### src/rtl/pipe_ctrl_unit.sv
// ID-stage decoder and pipeline control-bit registers for the 5-stage MIPS core.
// Detects load-use and branch-operand hazards, inserts bubbles, and honours an external freeze.
module pipe_ctrl_unit #(
  parameter int REG_AW           = 5,
  parameter int LOAD_USE_BUBBLES = 1,
  parameter int BRANCH_IN_ID     = 1,
  parameter int SUPPORT_BNE      = 0
) (
  input  logic              clk,
  input  logic              rst_n,
  input  logic              stall_ext,
  input  logic              id_valid,
  input  logic [5:0]        id_op,
  input  logic [5:0]        id_funct,
  input  logic [REG_AW-1:0] id_rs,
  input  logic [REG_AW-1:0] id_rt,
  input  logic [REG_AW-1:0] id_rd,
  input  logic              id_eq,
  output logic              pc_write,
  output logic              ifid_write,
  output logic              pc_src,
  output logic              jump,
  output logic              jump_r,
  output logic              if_flush,
  output logic              ex_alu_src,
  output logic [1:0]        ex_alu_op,
  output logic              ex_reg_dst,
  output logic              ex_ra_write,
  output logic              mem_mem_read,
  output logic              mem_mem_write,
  output logic              wb_reg_write,
  output logic              wb_mem_to_reg,
  output logic              illegal_op
);

  localparam logic [5:0] OP_RTYPE = 6'h00;
  localparam logic [5:0] OP_J     = 6'h02;
  localparam logic [5:0] OP_JAL   = 6'h03;
  localparam logic [5:0] OP_BEQ   = 6'h04;
  localparam logic [5:0] OP_BNE   = 6'h05;
  localparam logic [5:0] OP_ADDI  = 6'h08;
  localparam logic [5:0] OP_SLTI  = 6'h0A;
  localparam logic [5:0] OP_ANDI  = 6'h0C;
  localparam logic [5:0] OP_ORI   = 6'h0D;
  localparam logic [5:0] OP_XORI  = 6'h0E;
  localparam logic [5:0] OP_LW    = 6'h23;
  localparam logic [5:0] OP_SW    = 6'h2B;
  localparam logic [5:0] FN_JR    = 6'h08;
  localparam logic [5:0] FN_JALR  = 6'h09;

  localparam logic [REG_AW-1:0] REG_ZERO = '0;
  localparam logic [REG_AW-1:0] REG_RA   = REG_AW'(31);

  typedef struct packed {
    logic       alu_src;
    logic [1:0] alu_op;
    logic       reg_dst;
    logic       ra_write;
    logic       mem_read;
    logic       mem_write;
    logic       reg_write;
    logic       mem_to_reg;
  } ctrl_t;

  ctrl_t             id_ctrl;
  logic              id_legal;
  logic              id_is_beq;
  logic              id_is_bne;
  logic              id_is_jump;
  logic              id_is_jr;
  logic              id_reads_rs;
  logic              id_reads_rt;
  logic [REG_AW-1:0] id_dest;

  ctrl_t             idex_ctrl;
  logic [REG_AW-1:0] idex_dest;
  logic              exmem_mem_read;
  logic              exmem_mem_write;
  logic              exmem_reg_write;
  logic              exmem_mem_to_reg;
  logic [REG_AW-1:0] exmem_dest;
  logic              memwb_reg_write;
  logic              memwb_mem_to_reg;
  logic              illegal_q;

  logic ex_load;
  logic ex_write;
  logic mem_load;
  logic rs_ex_match;
  logic rt_ex_match;
  logic rs_mem_match;
  logic rt_mem_match;
  logic id_branch_rs;
  logic id_branch_rt;
  logic load_use_hazard;
  logic branch_hazard;
  logic hazard;
  logic redirect_ok;

  // An invalid IF/ID slot leaves every decode output at its bubble default.
  always_comb begin
    id_ctrl     = '0;
    id_legal    = 1'b1;
    id_is_beq   = 1'b0;
    id_is_bne   = 1'b0;
    id_is_jump  = 1'b0;
    id_is_jr    = 1'b0;
    id_reads_rs = 1'b0;
    id_reads_rt = 1'b0;
    if (id_valid) begin
      case (id_op)
        OP_RTYPE: begin
          id_ctrl.alu_op  = 2'b10;
          id_ctrl.reg_dst = 1'b1;
          id_reads_rs     = 1'b1;
          id_reads_rt     = 1'b1;
          if (id_funct == FN_JR) begin
            id_is_jr = 1'b1;
          end else begin
            id_ctrl.reg_write = 1'b1;
            if (id_funct == FN_JALR) begin
              id_is_jr         = 1'b1;
              id_ctrl.ra_write = 1'b1;
            end
          end
        end
        OP_BEQ: begin
          id_ctrl.alu_op = 2'b01;
          id_is_beq      = 1'b1;
          id_reads_rs    = 1'b1;
          id_reads_rt    = 1'b1;
        end
        OP_BNE: begin
          if (SUPPORT_BNE != 0) begin
            id_ctrl.alu_op = 2'b01;
            id_is_bne      = 1'b1;
            id_reads_rs    = 1'b1;
            id_reads_rt    = 1'b1;
          end else begin
            id_legal = 1'b0;
          end
        end
        OP_J: begin
          id_is_jump = 1'b1;
        end
        OP_JAL: begin
          id_is_jump        = 1'b1;
          id_ctrl.ra_write  = 1'b1;
          id_ctrl.reg_write = 1'b1;
        end
        OP_LW: begin
          id_ctrl.alu_src    = 1'b1;
          id_ctrl.mem_read   = 1'b1;
          id_ctrl.reg_write  = 1'b1;
          id_ctrl.mem_to_reg = 1'b1;
          id_reads_rs        = 1'b1;
        end
        OP_SW: begin
          id_ctrl.alu_src   = 1'b1;
          id_ctrl.mem_write = 1'b1;
          id_reads_rs       = 1'b1;
          id_reads_rt       = 1'b1;
        end
        OP_ADDI, OP_SLTI: begin
          id_ctrl.alu_src   = 1'b1;
          id_ctrl.alu_op    = (id_op == OP_SLTI) ? 2'b01 : 2'b00;
          id_ctrl.reg_write = 1'b1;
          id_reads_rs       = 1'b1;
        end
        OP_ANDI, OP_ORI, OP_XORI: begin
          id_ctrl.alu_src   = 1'b1;
          id_ctrl.alu_op    = 2'b11;
          id_ctrl.reg_write = 1'b1;
          id_reads_rs       = 1'b1;
        end
        default: begin
          id_legal = 1'b0;
        end
      endcase
    end
  end

  // jalr sets both reg_dst and ra_write, so rd must win over $31 here.
  assign id_dest = id_ctrl.reg_dst  ? id_rd :
                   id_ctrl.ra_write ? REG_RA : id_rt;

  assign ex_load  = idex_ctrl.mem_read  && (idex_dest != REG_ZERO);
  assign ex_write = idex_ctrl.reg_write && (idex_dest != REG_ZERO);
  assign mem_load = exmem_mem_read      && (exmem_dest != REG_ZERO);

  assign rs_ex_match  = (id_rs == idex_dest);
  assign rt_ex_match  = (id_rt == idex_dest);
  assign rs_mem_match = (id_rs == exmem_dest);
  assign rt_mem_match = (id_rt == exmem_dest);

  assign id_branch_rs = id_is_beq || id_is_bne || id_is_jr;
  assign id_branch_rt = id_is_beq || id_is_bne;

  // Without MEM->EX forwarding a load two ahead still cannot feed EX in time.
  assign load_use_hazard =
      (ex_load && ((id_reads_rs && rs_ex_match) || (id_reads_rt && rt_ex_match))) ||
      ((LOAD_USE_BUBBLES >= 2) && mem_load &&
       ((id_reads_rs && rs_mem_match) || (id_reads_rt && rt_mem_match)));

  // ID-resolved branches compare raw register values, so any in-flight EX result is too late.
  assign branch_hazard = (BRANCH_IN_ID != 0) && (
      (id_branch_rs && ((ex_write && rs_ex_match) || (mem_load && rs_mem_match))) ||
      (id_branch_rt && ((ex_write && rt_ex_match) || (mem_load && rt_mem_match))));

  assign hazard = load_use_hazard || branch_hazard;

  assign redirect_ok = rst_n && !stall_ext && !hazard;
  assign pc_write    = !rst_n || (!stall_ext && !hazard);
  assign ifid_write  = pc_write;
  assign pc_src      = redirect_ok && ((id_is_beq && id_eq) || (id_is_bne && !id_eq));
  assign jump        = redirect_ok && id_is_jump;
  assign jump_r      = redirect_ok && id_is_jr;
  assign if_flush    = pc_src || jump || jump_r;

  // Stage registers: an external stall freezes all three, a hazard only bubbles ID/EX.
  always_ff @(posedge clk or negedge rst_n) begin
    if (!rst_n) begin
      idex_ctrl        <= '0;
      idex_dest        <= '0;
      exmem_mem_read   <= 1'b0;
      exmem_mem_write  <= 1'b0;
      exmem_reg_write  <= 1'b0;
      exmem_mem_to_reg <= 1'b0;
      exmem_dest       <= '0;
      memwb_reg_write  <= 1'b0;
      memwb_mem_to_reg <= 1'b0;
    end else if (!stall_ext) begin
      if (hazard) begin
        idex_ctrl <= '0;
        idex_dest <= '0;
      end else begin
        idex_ctrl <= id_ctrl;
        idex_dest <= id_dest;
      end
      exmem_mem_read   <= idex_ctrl.mem_read;
      exmem_mem_write  <= idex_ctrl.mem_write;
      exmem_reg_write  <= idex_ctrl.reg_write;
      exmem_mem_to_reg <= idex_ctrl.mem_to_reg;
      exmem_dest       <= idex_dest;
      memwb_reg_write  <= exmem_reg_write;
      memwb_mem_to_reg <= exmem_mem_to_reg;
    end
  end

  // Sticky until reset; a frozen pipeline has not really consumed the opcode yet.
  always_ff @(posedge clk or negedge rst_n) begin
    if (!rst_n) begin
      illegal_q <= 1'b0;
    end else if (!stall_ext && id_valid && !id_legal) begin
      illegal_q <= 1'b1;
    end
  end

  assign ex_alu_src    = idex_ctrl.alu_src;
  assign ex_alu_op     = idex_ctrl.alu_op;
  assign ex_reg_dst    = idex_ctrl.reg_dst;
  assign ex_ra_write   = idex_ctrl.ra_write;
  assign mem_mem_read  = exmem_mem_read;
  assign mem_mem_write = exmem_mem_write;
  assign wb_reg_write  = memwb_reg_write;
  assign wb_mem_to_reg = memwb_mem_to_reg;
  assign illegal_op    = illegal_q;

endmodule

### config.mk
export PLATFORM = sky130hd
export DESIGN_NAME = pipe_ctrl_unit
export DESIGN_NICKNAME = d
export VERILOG_FILES = /design/src/rtl/pipe_ctrl_unit.sv
export SDC_FILE = /design/constraint.sdc
export NUM_CORES = 1
export LEC_CHECK = 0
export CAP_MARGIN = 20
export CORE_ASPECT_RATIO = 1.25
export CORE_MARGIN = 4
export CORE_UTILIZATION = 52
export CTS_CLUSTER_SIZE = 14
export DETAILED_ROUTE_END_ITERATION = 10
export GPL_TIMING_DRIVEN = 1
export PLACE_DENSITY = 0.95
export SETUP_SLACK_MARGIN = 0.2
export SKIP_LAST_GASP = 1
export SYNTH_ARGS = -nofsm -noshare
export SYNTH_HDL_FRONTEND = slang
export SYNTH_SLANG_ARGS = --single-unit
### constraint.sdc
create_clock -name clk -period 5.4 [get_ports clk]
set_clock_uncertainty 0.1 [all_clocks]
set_input_delay 1.08 -clock clk [delete_from_list [all_inputs] [get_ports clk]]
set_output_delay 1.08 -clock clk [all_outputs]
set_load 0.01 [all_outputs]
# After elaboration in Yosys (flattened, before gate mapping)
# Index checks and enable logic that the tools add are counted.
# totals
reg_bits	26
inputBits	32
out_inout_bits	16
# classes
eq_ne	16
n_mux	29
reduce_logical	45
# ops
op	n
$eq A6 B4 Y1 const B	7
$logic_and A1 B1 Y1	21
$mux W1	21
$eq A5 B5 Y1	4
$mux W9	2
$mux W5	3
$reduce_or A7 Y1	2
$eq A6 B2 Y1 const B	2
$eq A6 B6 Y1 const B	2
$reduce_or A11 Y1	1
$reduce_bool A5 Y1	2
$logic_or A1 B1 Y1	9
$reduce_or A9 Y1	1
$pmux W2 S4	1
$eq A6 B3 Y1 const B	1
$logic_not A6 Y1	1
$reduce_or A3 Y1	2
$logic_not A1 Y1	4
$pmux W1 S2	2
$reduce_or A2 Y1	2

# Logic depth before layout (Yosys ltp)
# depth
ltp_word	14
mapped_depth	9
mapped_depth_nobuf	6

# Worst setup path before layout
# OpenSTA, ideal clock, no wires.
# synth_path
path_type	input to output
from	input port id_funct[1]
to	output port pc_write
t_arrival_ns	2.937
path_slack_ns	1.283
stages	6
path_cell_list	or4_1 o2bb2a_4 o41a_1 buf_6 a31o_1 buf_4
# synth_via
elab_chain_cells	12
word_cells_on_any_way	13
classes_between	eq/ne (2); mux (4); reduce/logical (7)
# synth_lines
element	line_no	source
from (decl)	14	input logic [5:0] id_funct,
$eq A6 B4 Y1	121	if (id_funct == FN_JALR) begin
$mux W1	121	
$mux W1 *	117	if (id_funct == FN_JR) begin
$mux W1 *	111	case (id_op)
$mux W1 *	110	if (id_valid) begin
$logic_or A1 B1 Y1 *	196	assign id_branch_rs = id_is_beq || id_is_bne || id_is_jr;
$logic_and A1 B1 Y1 *	207	(id_branch_rs && ((ex_write && rs_ex_match) || (mem_load && rs_mem_match))) ||
$logic_or A1 B1 Y1 *	207	
$logic_or A1 B1 Y1 *	210	assign hazard = load_use_hazard || branch_hazard;
$logic_not A1 Y1 *	213	assign pc_write = !rst_n || (!stall_ext && !hazard);
$logic_and A1 B1 Y1 *	213	
$logic_or A1 B1 Y1 *	213	
to (decl)	19	output logic pc_write,
# Mark *: on every way between the ends. The rest lies on a longest branch, timed or not.

# Final worst setup path
# layout_path
from	input port id_op[5]
to	output port ifid_write
# layout_via
elab_chain_cells	11
word_cells_on_any_way	31
classes_between	eq/ne (8); mux (8); reduce/logical (15)
# layout_lines
element	line_no	source
from (decl)	13	input logic [5:0] id_op,
$eq A6 B4 Y1 (tied with other cells)	111	
$reduce_or A9 Y1 (no source line) / $reduce_or A3 Y1 (equally long branches)	--	
$mux W1	111	
$mux W1	110	
$logic_and A1 B1 Y1	201	(ex_load && ((id_reads_rs && rs_ex_match) || (id_reads_rt && rt_ex_match))) ||
$logic_or A1 B1 Y1	201	
$logic_and A1 B1 Y1	201	
$logic_or A1 B1 Y1 *	210	
$logic_not A1 Y1 *	213	
$logic_and A1 B1 Y1 *	213	
$logic_or A1 B1 Y1 *	213	
to (decl)	20	output logic ifid_write,
# Marks and branches as above.

==> impl_metrics.env <==
export IMPL_vias_per_cell=6.20
export IMPL_drc_errors=0
export IMPL_p_leak_uw=0.000863
export IMPL_via_count=1618
export IMPL_worst_path_most_repeated_cell="clkdlybuf4s50_1"
export IMPL_fmax_mhz=197
export IMPL_gp_congestion=0.953
export IMPL_overflow=0
export IMPL_crit_type="primary input to primary output"
export IMPL_path_cells="clkdlybuf4s50_1, nor3b_1, and3_1, nand4_1, a211o_2, o41a_1, a31o_1, clkdlybuf4s50_1"
export IMPL_grt_util_all_layers_pct=20.9
export IMPL_cts_buffers=3
export IMPL_clockRootBuffer="clkbuf_8"
export IMPL_drive_above_1_share_pct=11.6
export IMPL_die_h_um=72.8
export IMPL_p_per_area_mw_per_mm2=196
export IMPL_final_cell_count_no_fill=261
export IMPL_synth_top_area_share_pct=34.4
export IMPL_synth_area_mm2=0.00174
export IMPL_row_count=23
export IMPL_post_drt_wl_per_cell_um=16.7
export IMPL_cts_resized=0
export IMPL_place_inst=257
export IMPL_coreArea_mm2=0.00322
export IMPL_firstDrtPassIters=4
export IMPL_avgSynthCellArea_um2=9.58
export IMPL_reg_top3="exmem_dest x5, idex_dest x5, idex_ctrl x3"
export IMPL_drv_slew=0
export IMPL_min_path_type="flop to flop"
export IMPL_synth_edf_count=0
export IMPL_p_switching_uw=122
export IMPL_die_area_mm2=0.00435
export IMPL_comb_power_share_pct=24.4
export IMPL_first_global_vias=1526
export IMPL_worstSkewPairLatency_ns=0.27
export IMPL_start_kind="primary input"
export IMPL_io_buffers=47
export IMPL_cts_sinks=24
export IMPL_antenna_found_initial=0
export IMPL_fin_crit_ns=5.08
export IMPL_area_growth_pct=27.9
export IMPL_drt_total_wl_um=4370
export IMPL_nets=257
export IMPL_clk_path_buf_depth=2
export IMPL_setup_viol=0
export IMPL_yosys_area_top_type="dfrtp_1"
export IMPL_critPathMaxFanout=14
export IMPL_slew_headroom_pct=66.8
export IMPL_cp_slowest_cell="clkdlybuf4s50_1"
export IMPL_cpPeakStageDelay_ns=0.59
export IMPL_synth_ff_type="dfrtp_1"
export IMPL_post_route_period_util_pct=94.0
export IMPL_finalHoldViolCount=0
export IMPL_cts_tree="built"
export IMPL_cp_end_kind="primary output"
export IMPL_yosys_top_cells_area="dfrtp_1 (34%), mux2_2 (6.5%), a32o_1 (5.7%)"
export IMPL_initialDrtViolationCount=62
export IMPL_tns_ns=0
export IMPL_start_util_pct=54.1
export IMPL_rsz0062_at_grt="no"
export IMPL_yosysSeqAreaShare_pct=34.4
export IMPL_grt_pass1_wl_um=7000
export IMPL_seqPwrFrac_pct=47.2
export IMPL_die_w_um=59.8
export IMPL_fill_cells=262
export IMPL_syn_num_nets=214
export IMPL_grt_max_degree=26
export IMPL_yosys_warnings=0
export IMPL_num_io_pins=48
export IMPL_htree_num_levels=1
export IMPL_synth_cell_type_count=47
export IMPL_vdd_drop_max_uv=147
export IMPL_worst_pin_slew_ns=0.497
export IMPL_outcome="finished, final reports clean"
export IMPL_hpwl_um=3360
export IMPL_cts_setup_buffers=0
export IMPL_worstPathRequired_ns=4.22
export IMPL_cap_violations=0
export IMPL_clkPwrFrac_pct=28.5
export IMPL_cts_clk_slew_worst_paths_ns=0.08
export IMPL_swShare_pct=28.0
export IMPL_synthArstFlopShare_pct=100
export IMPL_synth_cells=182
export IMPL_diodes=0
export IMPL_p_int_uw=314
export IMPL_worst_ep_arrival_time_ns=3.90
export IMPL_yosysMostFrequentCell="dfrtp_1"
export IMPL_ys_ff_latch=24
export IMPL_yosys_top_cells_count="dfrtp_1 (24), nor2_1 (15), nand2_1 (13)"
export IMPL_antenna_left=0
## layer usage
metal | wire, um | global-route usage [%] | share of wire (%)
met5 | 0 | 0 | 0
met4 | 89 | 7.88 | 2.0
met3 | 251 | 2.48 | 5.7
met2 | 2230 | 35.7 | 51
met1 | 1800 | 26.6 | 41
## metrics by stage
| step | setup WS, ns | util (%) | total power, uW | hold slack, ns | area, um^2 |
|---|---|---|---|---|---|
| after detailed placement | 0.341 | 67.5 | 315 | 0.345 | 2180 |
| after floorplan | 1.28 | - | 270 | 0.349 | 1740 |
| after global placement | 0.386 | 67.5 | 313 | 0.341 | 2180 |
| after global routing | 0.201 | 69.2 | 455 | 0.387 | 2230 |
| after CTS | 0.345 | 69.2 | 437 | 0.369 | 2230 |
| final | 0.324 | 69.2 | 436 | 0.363 | 2230 |
## what timing repair did
| item | 4_1_cts | 5_1_grt |
|---|---|---|
| setup endpoints to repair | 0 | 2 |
| endpoints found under the hold margin | 0 | 0 |
| hold buffers | 0 | 0 |
## path summary, 6_finish.rpt
kind | start | end | slack (ns) | depth (start not counted)
setup / recovery | id_op[5] | ifid_write | 0.32 | 8
hold / removal | illegal_op | illegal_op | 0.36 | 1
setup reg to reg | idex_dest[1] | idex_ctrl[1] | 3.08 | 7
hold reg to reg | illegal_op | illegal_op | 0.36 | 1
max in group asynchronous | rst_n | exmem_dest[0] | 3.85 | 2
min in group asynchronous | rst_n | idex_dest[4] | 1.10 | 2
## power by group through the flow
stage | sequential (uW) | clock, uW | combinational, uW
2_1_floorplan | 206 | 0 | 63.9
3_3_place_gp | 209 | 0 | 104
3_5_place_dp | 209 | 0 | 106
4_1_cts | 206 | 125 | 106
5_1_grt | 208 | 131 | 116
6_report | 206 | 124 | 106
## layout make-up
cell class,instances,area [um^2],area share (%)
multi-input cells,140,1010,45.1
flip-flops and latches,24,601,26.9
repair buffers,52,508,22.8
clock buffers,4,55.1,2.47
well taps,37,46.3,2.08
inverters,4,15.0,0.673
## critical path, delay by kind of cell
kind / cells / cell delay (ns)
buffers and inverters: 2 / 1.07
AO/OA/AOI/OAI: 3 / 0.91
AND/OR/NAND/NOR: 3 / 0.83
## placed cells by master, fill, tap and decap left out, drive strengths merged, types with 5 or more instances in the layout
master         instances
nand2                 13
xor2                  10
buf                    5
mux2                  10
nand3                  6
xnor2                 10
a32o                  10
o32ai                  5
clkdlybuf4s50         47
nor2                  15
a21oi                  6
nor3                  11
dfrtp                 24
## logic make-up (layout without fill, tap and decap cells)
kind of cell	after synthesis	count (layout)	synth area share, %
AO/OA/AOI/OAI	40	40	18.9
XOR/XNOR	20	20	10.0
buffers and inverters	18	60	7.89
flip-flops	24	24	34.4
multiplexers	10	10	6.46
AND/OR/NAND/NOR	70	70	22.3
(Power assumes the default switching activity.)
